[src/rtl/plc_pkg.sv]
// Shared helpers for the PLC handshake buffers: ceiling log2 and the
// pointer/count width rules derived from a slot count.
package plc_pkg;

  localparam int PLC_WIDTH_DEFAULT = 1;
  localparam int PLC_DEPTH_DEFAULT = 4;

  function automatic int clog2(input int n);
    int r;
    r = 0;
    for (int v = n - 1; v > 0; v = v >> 1) begin
      r = r + 1;
    end
    return r;
  endfunction

  // One extra MSB on the pointer serves as the wrap/toggle bit.
  function automatic int ptr_width(input int depth);
    return clog2(depth) + 1;
  endfunction

  // Count must represent 0..depth inclusive.
  function automatic int count_width(input int depth);
    return clog2(depth) + 1;
  endfunction

endpackage

[src/rtl/semafor_ptr.sv]
// Wrap pointer for semafor_fifo: modular increment with a toggle MSB and a
// synchronous active-low clear that dominates the increment.
module semafor_ptr #(
  parameter int PW = 3
) (
  input  logic          clk_i,
  input  logic          rst_ni,
  input  logic          inc_i,
  output logic [PW-1:0] ptr_o
);

  logic [PW-1:0] ptr_q;
  logic [PW-1:0] ptr_d;

  always_comb begin
    ptr_d = ptr_q;
    if (inc_i) begin
      ptr_d = ptr_q + PW'(1);
    end
  end

  always_ff @(posedge clk_i) begin
    if (!rst_ni) begin
      ptr_q <= '0;
    end else begin
      ptr_q <= ptr_d;
    end
  end

  assign ptr_o = ptr_q;

endmodule

[src/rtl/semafor_fifo.sv]
// WIDTH x DEPTH first-word-fall-through handshake buffer with toggle-bit
// full/empty, registered occupancy and almost-full. SEMAFOR_FIFO_FLAGS_EN adds sticky OVF/UNF.
module semafor_fifo
  import plc_pkg::*;
#(
  parameter int WIDTH    = PLC_WIDTH_DEFAULT,
  parameter int DEPTH    = PLC_DEPTH_DEFAULT,
  parameter int AF_LEVEL = DEPTH - 1
) (
  input  logic                          CLK,
  input  logic                          RST_N,
  input  logic [WIDTH-1:0]              DI,
  input  logic                          WR,
  input  logic                          WR_EN,
  input  logic                          RD,
  input  logic                          RD_EN,
  input  logic                          REAL,
  output logic [WIDTH-1:0]              DQ,
  output logic                          WR_RDY,
  output logic                          RD_RDY,
  output logic [count_width(DEPTH)-1:0] COUNT,
  output logic                          AFULL
`ifdef SEMAFOR_FIFO_FLAGS_EN
  ,
  output logic                          OVF,
  output logic                          UNF
`endif
);

  localparam int AW = clog2(DEPTH);
  localparam int PW = ptr_width(DEPTH);
  localparam int CW = count_width(DEPTH);

  logic [PW-1:0]    wp;
  logic [PW-1:0]    rp;
  logic [WIDTH-1:0] mem_q [DEPTH];
  logic [CW-1:0]    count_q;
  logic [CW-1:0]    count_d;
  logic             empty;
  logic             full;
  logic             we;
  logic             re;

  assign empty = (wp == rp);
  assign full  = (wp[AW] != rp[AW]) && (wp[AW-1:0] == rp[AW-1:0]);

  // REAL only qualifies the consume; the ready flags never look at it.
  assign WR_RDY = ~full & WR_EN;
  assign RD_RDY = ~empty & RD_EN;
  assign we     = WR & WR_RDY;
  assign re     = REAL & RD & RD_RDY;

  semafor_ptr #(.PW(PW)) u_wp (
    .clk_i (CLK),
    .rst_ni(RST_N),
    .inc_i (we),
    .ptr_o (wp)
  );

  semafor_ptr #(.PW(PW)) u_rp (
    .clk_i (CLK),
    .rst_ni(RST_N),
    .inc_i (re),
    .ptr_o (rp)
  );

  always_ff @(posedge CLK) begin
    if (RST_N && we) begin
      mem_q[wp[AW-1:0]] <= DI;
    end
  end

  assign DQ = mem_q[rp[AW-1:0]];

  always_comb begin
    count_d = count_q;
    case ({we, re})
      2'b10:   count_d = count_q + CW'(1);
      2'b01:   count_d = count_q - CW'(1);
      default: count_d = count_q;
    endcase
  end

  always_ff @(posedge CLK) begin
    if (!RST_N) begin
      count_q <= '0;
    end else begin
      count_q <= count_d;
    end
  end

  assign COUNT = count_q;
  assign AFULL = (count_q >= CW'(AF_LEVEL));

`ifdef SEMAFOR_FIFO_FLAGS_EN
  logic ovf_q;
  logic unf_q;

  // Refused requests latch until the next reset so software can poll them.
  always_ff @(posedge CLK) begin
    if (!RST_N) begin
      ovf_q <= 1'b0;
      unf_q <= 1'b0;
    end else begin
      if (WR & WR_EN & full) begin
        ovf_q <= 1'b1;
      end
      if (REAL & RD & RD_EN & empty) begin
        unf_q <= 1'b1;
      end
    end
  end

  assign OVF = ovf_q;
  assign UNF = unf_q;
`endif

endmodule

[config.mk]
export PLATFORM = sky130hd
export DESIGN_NAME = semafor_fifo
export DESIGN_NICKNAME = d
export VERILOG_FILES = /design/src/rtl/plc_pkg.sv /design/src/rtl/semafor_ptr.sv /design/src/rtl/semafor_fifo.sv
export SDC_FILE = /design/constraint.sdc
export NUM_CORES = 1
export LEC_CHECK = 0
export ABC_CLOCK_PERIOD_IN_PS = 2400
export CORE_MARGIN = 4
export CORE_UTILIZATION = 28
export CTS_BUF_LIST = sky130_fd_sc_hd__clkbuf_4
export CTS_CLUSTER_SIZE = 20
export DETAILED_ROUTE_END_ITERATION = 12
export PLACE_DENSITY = 0.57
export SLEW_MARGIN = 10
export SYNTH_ARGS = -nofsm -noshare
export SYNTH_HDL_FRONTEND = slang
export SYNTH_SLANG_ARGS = --single-unit
[constraint.sdc]
create_clock -name CLK -period 2.4 [get_ports CLK]
set_input_delay 0.48 -clock CLK [delete_from_list [all_inputs] [get_ports CLK]]
set_output_delay 0.48 -clock CLK [all_outputs]
set_load 0.02 [all_outputs]
After elaboration in Yosys (flattened, before gate mapping)
Memory sizes are Yosys's and may differ from the RTL's. A register that Yosys moved wholly into a read port is not among the register bits.
Index checks and enable logic that the tools add are counted.
{"block": "word_totals", "ff_bits": 9, "latchBits": 0, "ram_bits": 4, "mem_bits_ro": 0, "in_bits": 8, "output_inout_bits": 7, "elab_cells": 29, "n_memories": 1}
{"block": "classes", "n_addsub": 4, "mul": 0, "n_div": 0, "magnitude_cmp": 1, "eq_ne": 5, "shift": 0, "n_mux": 5, "bitwise_logic": 7, "n_reduce_logical": 3}
{"name": "mem_q", "depth": 4, "word_bits": 1, "read_ports": 1, "rd_clocked_by_memory_dff": 1, "write_ports": 1, "line_no": "semafor_fifo.sv:36", "source": "logic [WIDTH-1:0] mem_q [DEPTH];"}
{"operator": "$add 3x1->3 const B", "count": 3}
{"operator": "$pmux 3 s2", "count": 1}
{"operator": "$and 1x1->1", "count": 5}
{"operator": "$mux 2", "count": 2}
{"operator": "$eq 3x3->1", "count": 1}
{"operator": "$ge 3x2->1 const B", "count": 1}
{"operator": "$sub 3x1->3 const B", "count": 1}
{"operator": "$eq 2x1->1 const B", "count": 1}
{"operator": "$eq 2x2->1", "count": 1}
{"operator": "$eq 2x2->1 const B", "count": 1}
{"operator": "$logic_and 1x1->1", "count": 2}
{"operator": "$mux 1", "count": 2}
{"operator": "$not 1->1", "count": 2}
{"operator": "$reduce_bool 2->1", "count": 1}
{"operator": "$ne 1x1->1", "count": 1}

Logic depth before layout (Yosys ltp)
{"block": "logic_depth", "ltp_word": 8, "ltp_mapped": 9, "ltp_nobuf": 9}

Modules after synthesis
Synthesis repeated with hierarchy kept, for this count alone.
{"block": "hier_totals", "cells_unflattened": 65, "hier_area_um2": 710.7}
{"mod": "semafor_fifo", "n_inst": 1, "cells_per_inst": 41, "area_each_um2": 455.4, "seq_area_each_um2": 180.2}
{"mod": "semafor_ptr", "n_inst": 2, "cells_per_inst": 12, "area_each_um2": 127.6, "seq_area_each_um2": 60.1}

Worst setup path after synthesis
Ideal clock, no wire load.
{"block": "synth_timing", "kind": "flip-flop to flip-flop", "start": "reg u_rp.ptr_q[0], in the netlist u_rp.ptr_o[0]", "end": "reg count_q[2], in the netlist COUNT[2]", "setup_time_ns": 0.070, "arrival_ns": 2.104, "required_ns": 2.330, "path_slack_ns": 0.226, "path_stages_with_launch": 10, "n_path_buf": 0, "period_less_slack_ns": 2.174, "path_cell_list": "dfxtp_1 > xnor2_2 > a31oi_4 > inv_1 > ha_1 > inv_1 > fa_1 > xor2_1 > or3_1 > a21oi_1"}
{"block": "synth_via", "elab_chain_cells": 7, "word_cells_on_any_way": 13, "classes_between": "eq/ne: 4; mux: 1; bitwise: 6; reduce/logical: 2"}
{"element": "start: declaration", "line_no": "semafor_ptr.sv:12", "source": "logic [PW-1:0] ptr_q;"}
{"element": "start signal: assignment", "line_no": "semafor_ptr.sv:26", "source": "ptr_q <= ptr_d;"}
{"element": "$eq 2x2->1", "line_no": "semafor_fifo.sv:45", "source": "assign full = (wp[AW] != rp[AW]) && (wp[AW-1:0] == rp[AW-1:0]);"}
{"element": "$logic_and 1x1->1", "line_no": "semafor_fifo.sv:45"}
{"element": "$not 1->1", "line_no": "semafor_fifo.sv:48", "source": "assign WR_RDY = ~full & WR_EN;"}
{"element": "$and 1x1->1", "line_no": "semafor_fifo.sv:48"}
{"element": "$and 1x1->1", "line_no": "semafor_fifo.sv:50", "source": "assign we = WR & WR_RDY;"}
{"element": "$eq 2x1->1 / $eq 2x2->1 (equally long branches)", "line_no": "semafor_fifo.sv:77", "source": "case ({we, re})"}
{"element": "$pmux 3 s2 / $reduce_bool 2->1 (equally long branches)"}
{"element": "end signal: assignment", "line_no": "semafor_fifo.sv:88", "source": "count_q <= count_d;"}
{"element": "end: declaration", "line_no": "semafor_fifo.sv:37", "source": "logic [CW-1:0] count_q;"}
Parallel ways exist; a longest one is shown, timed or not.
A chain may end at the register's enable or synchronous reset.

Worst setup path after layout
{"block": "layout_timing", "start": "in RD_EN", "end": "reg count_q[2], in the netlist COUNT[2]"}
{"block": "layout_via", "elab_chain_cells": 4, "word_cells_on_any_way": 6, "classes_between": "eq/ne: 2; mux: 1; bitwise: 2; reduce/logical: 1"}
{"element": "start: declaration", "line_no": "semafor_fifo.sv:16", "source": "input logic RD_EN,"}
{"element": "$and 1x1->1 *", "line_no": "semafor_fifo.sv:49", "source": "assign RD_RDY = ~empty & RD_EN;"}
{"element": "$and 1x1->1 *", "line_no": "semafor_fifo.sv:51", "source": "assign re = REAL & RD & RD_RDY;"}
{"element": "$eq 2x1->1 / $eq 2x2->1 (equally long branches)", "line_no": "semafor_fifo.sv:77"}
{"element": "$pmux 3 s2 / $reduce_bool 2->1 (equally long branches)"}
Every way passes the cells marked *; elsewhere a longest branch is shown, timed or not.

==> flow_summary.ini <==
[critical_path]
worstSetupPathType = primary input to register
r2r_slack_ns = 0.16
crit_fanout = 2
end_kind = register
crit_arrival_ns = 2.47
reg2regPathDepth = 9
start_kind = primary input
worstPathRequired_ns = 2.62
r2r-start = u_rp.ptr_o[0]
reg2reg_to = COUNT[2]

[worst_hold_path]
hp-start = COUNT[2]
min-delay-path-class = register to register
hold_depth = 2
hold_end = COUNT[2]

[drt]
drtIter0Drc = 13
drc = 0
antenna_left = 0
dr.pass1.iters = 3
via_per_inst = 4.38
vias = 674
avgRoutedWirePerCell_um = 10.3
drt-total-wl_um = 1580

[synth]
synthTopCellsByArea = dfxtp_1 25%, edfxtp_1 14%, ha_1 8.6%, mux2i_1 5.7%, a31oi_4 4.9%
yosysMostFrequentCell = dfxtp_1
synth_edf_count = 4
seq_area_frac_synth_pct = 38.9
synth_fp_nets = 99
syn_area_per_cell_um2 = 10.4
ys.flop_type = dfxtp_1
synth_top_area_share_pct = 25.1
synth_common_cells = 11 x dfxtp_1, 10 x nand2_1, 9 x inv_1, 6 x ha_1, 5 x mux2i_1
yosysTopAreaCell = dfxtp_1
synth.distinct_cells = 30
synth_warnings = 0
syn_inst = 84
ys_ff_latch = 15
synthArstFlopShare_pct = 0
syn_area_um2 = 876

[global_routing]
globalRouteOverflowTotal = 0
grt_pass1_vias = 659
globalRoute.busiestLayer = met2
use_met2_pct = 14.5
grt_antenna_before_repair = 0
use_met3_pct = 1.76
grtUsageMet1_pct = 10.9
gr-usage-all-layers_pct = 8.42
grt_pass1_wl_um = 2790
grt_max_degree = 15

[finish]
n_antenna_cell = 0
final_cells = 154
drive_gt1_share_pct = 19.1
final_nets = 126
design_area_um2 = 1200
fin_util_pct = 39.5
area_growth_pct = 36.6

[sta]
slew_viol_final = 0
timing.final.crit_period_ns = 2.26
fmax_mhz = 443
fin_skew_ns = 0.00209
whs_ns = 0.516
finalSetupViolations = 0
rsz0062_at_grt = false
worst_pin_slew_ns = 0.463
hold_viol = 0
slew_headroom_pct = 69.0
fin_crit_sh_pct = 94.1

[job]
drv_cap = 0

[placed_design]
routabilityCongestion = 0.741
dpl_cell_area_um2 = 1110
dp_hpwl_um = 1200
dpl.cell_count = 147
portBuffers = 14

[outcome]
status = complete, no violations

[power]
leakage_nw = 0.472
peakVddDrop_mv = 0.170
power-per-cell-area_nw_per_um2 = 449

[clock_tree]
cts_hold_buf = 0
clk_latency_ns = 0.28
clock_sinks = 15
cts_tree = yes
htreeDepth = 1
cts_root_buf = clkbuf_4
clock_path_buffers = 2
cts_buffers = 3
clk_pin_slew_ns = 0.09

[floorplan]
rows = 20
start_util_pct = 28.9
die_y_um = 63.9
pin_count = 15
dieArea_um2 = 4090
die-width_um = 63.9
core_um2 = 3030
## where the power goes
group | switching [mW] | internal (mW)
clock network | 0.0827 | 0.0756
logic | 0.0494 | 0.0539
registers | 0.00876 | 0.267
total | 0.141 | 0.396
## cells in the final DEF, fill, tap and decap left out, drive strengths merged
cell and count:
clkdlybuf4s50 12, dlymetal6s2s 2, nand3 4, buf 10, inv 9, and2 1
nand2 10, o21bai 1, a21oi 2, a21o 1, mux4 1, o21ai 1
mux2i 5, fa 1, clkbuf 4, ha 6, o211ai 3, nand2b 1
edfxtp 4, or3 1, nor2 3, a311o 2, and3 4, nand4b 1
xor2 3, dfxtp 11, xnor2 3, a31oi 3, nand3b 1
## area by class of cell
cell class              instances  area (um^2)
fillers                       305         1830
multi-input cells              58          515
flip-flops and latches         15          342
repair buffers                 24          220
well taps                      44         55.1
inverters                       9         33.8
clock buffers                   4         30.0
## logic make-up after synthesis
group,count (synthesis),synth area share (%)
fa+ha+maj,7,10.9
simple gates,26,14.7
compound gates,13,13.9
buf+inv,11,4.86
xor+xnor,6,8.57
flops,15,38.9
mux,6,8.29
## worst max-delay path by stage
stage                        from  endpoint  slack, ns  depth (start not counted)
floorplan           u_rp.ptr_o[0]  COUNT[2]       0.23                          9
global placement            RD_EN  COUNT[2]       -0.1                          9
detailed placement          RD_EN  COUNT[2]      -0.16                          9
CTS                 u_rp.ptr_o[0]    WR_RDY       0.03                          4
global route        u_rp.ptr_o[0]  COUNT[2]      0.002                          9
finish                      RD_EN  COUNT[2]       0.14                          9
## metal layers
layer	vias up	share of wire (%)
met3	2	1.8
met2	7	50
li1	348	-
met5	-	0
met1	317	47
met4	0	0.89
## repair_timing
item,4_1_cts,5_1_grt
pin swaps,0,2
buffers inserted,0,3
resized for setup,2,3
setup endpoints to repair,1,2
## worst max-delay path, cell delays in order
cell             delay [ns]
clkdlybuf4s50_1        0.48
nand3_1                0.12
a31oi_4                0.18
ha_1                   0.19
inv_1                  0.05
fa_1                   0.37
xor2_1                 0.16
or3_1                  0.31
a21oi_1                0.13
## stage by stage
stage	worst slack (ns)	setup TNS, ns	power [mW]
6_report	0.141	0	0.537
5_1_grt	0.00224	0	0.565
4_1_cts	0.0254	0	0.538
3_5_place_dp	-0.162	-0.162	0.376
3_3_place_gp	-0.0973	-0.0973	0.374
2_1_floorplan	0.226	0	0.333
Power figures use the tool's default switching activity.
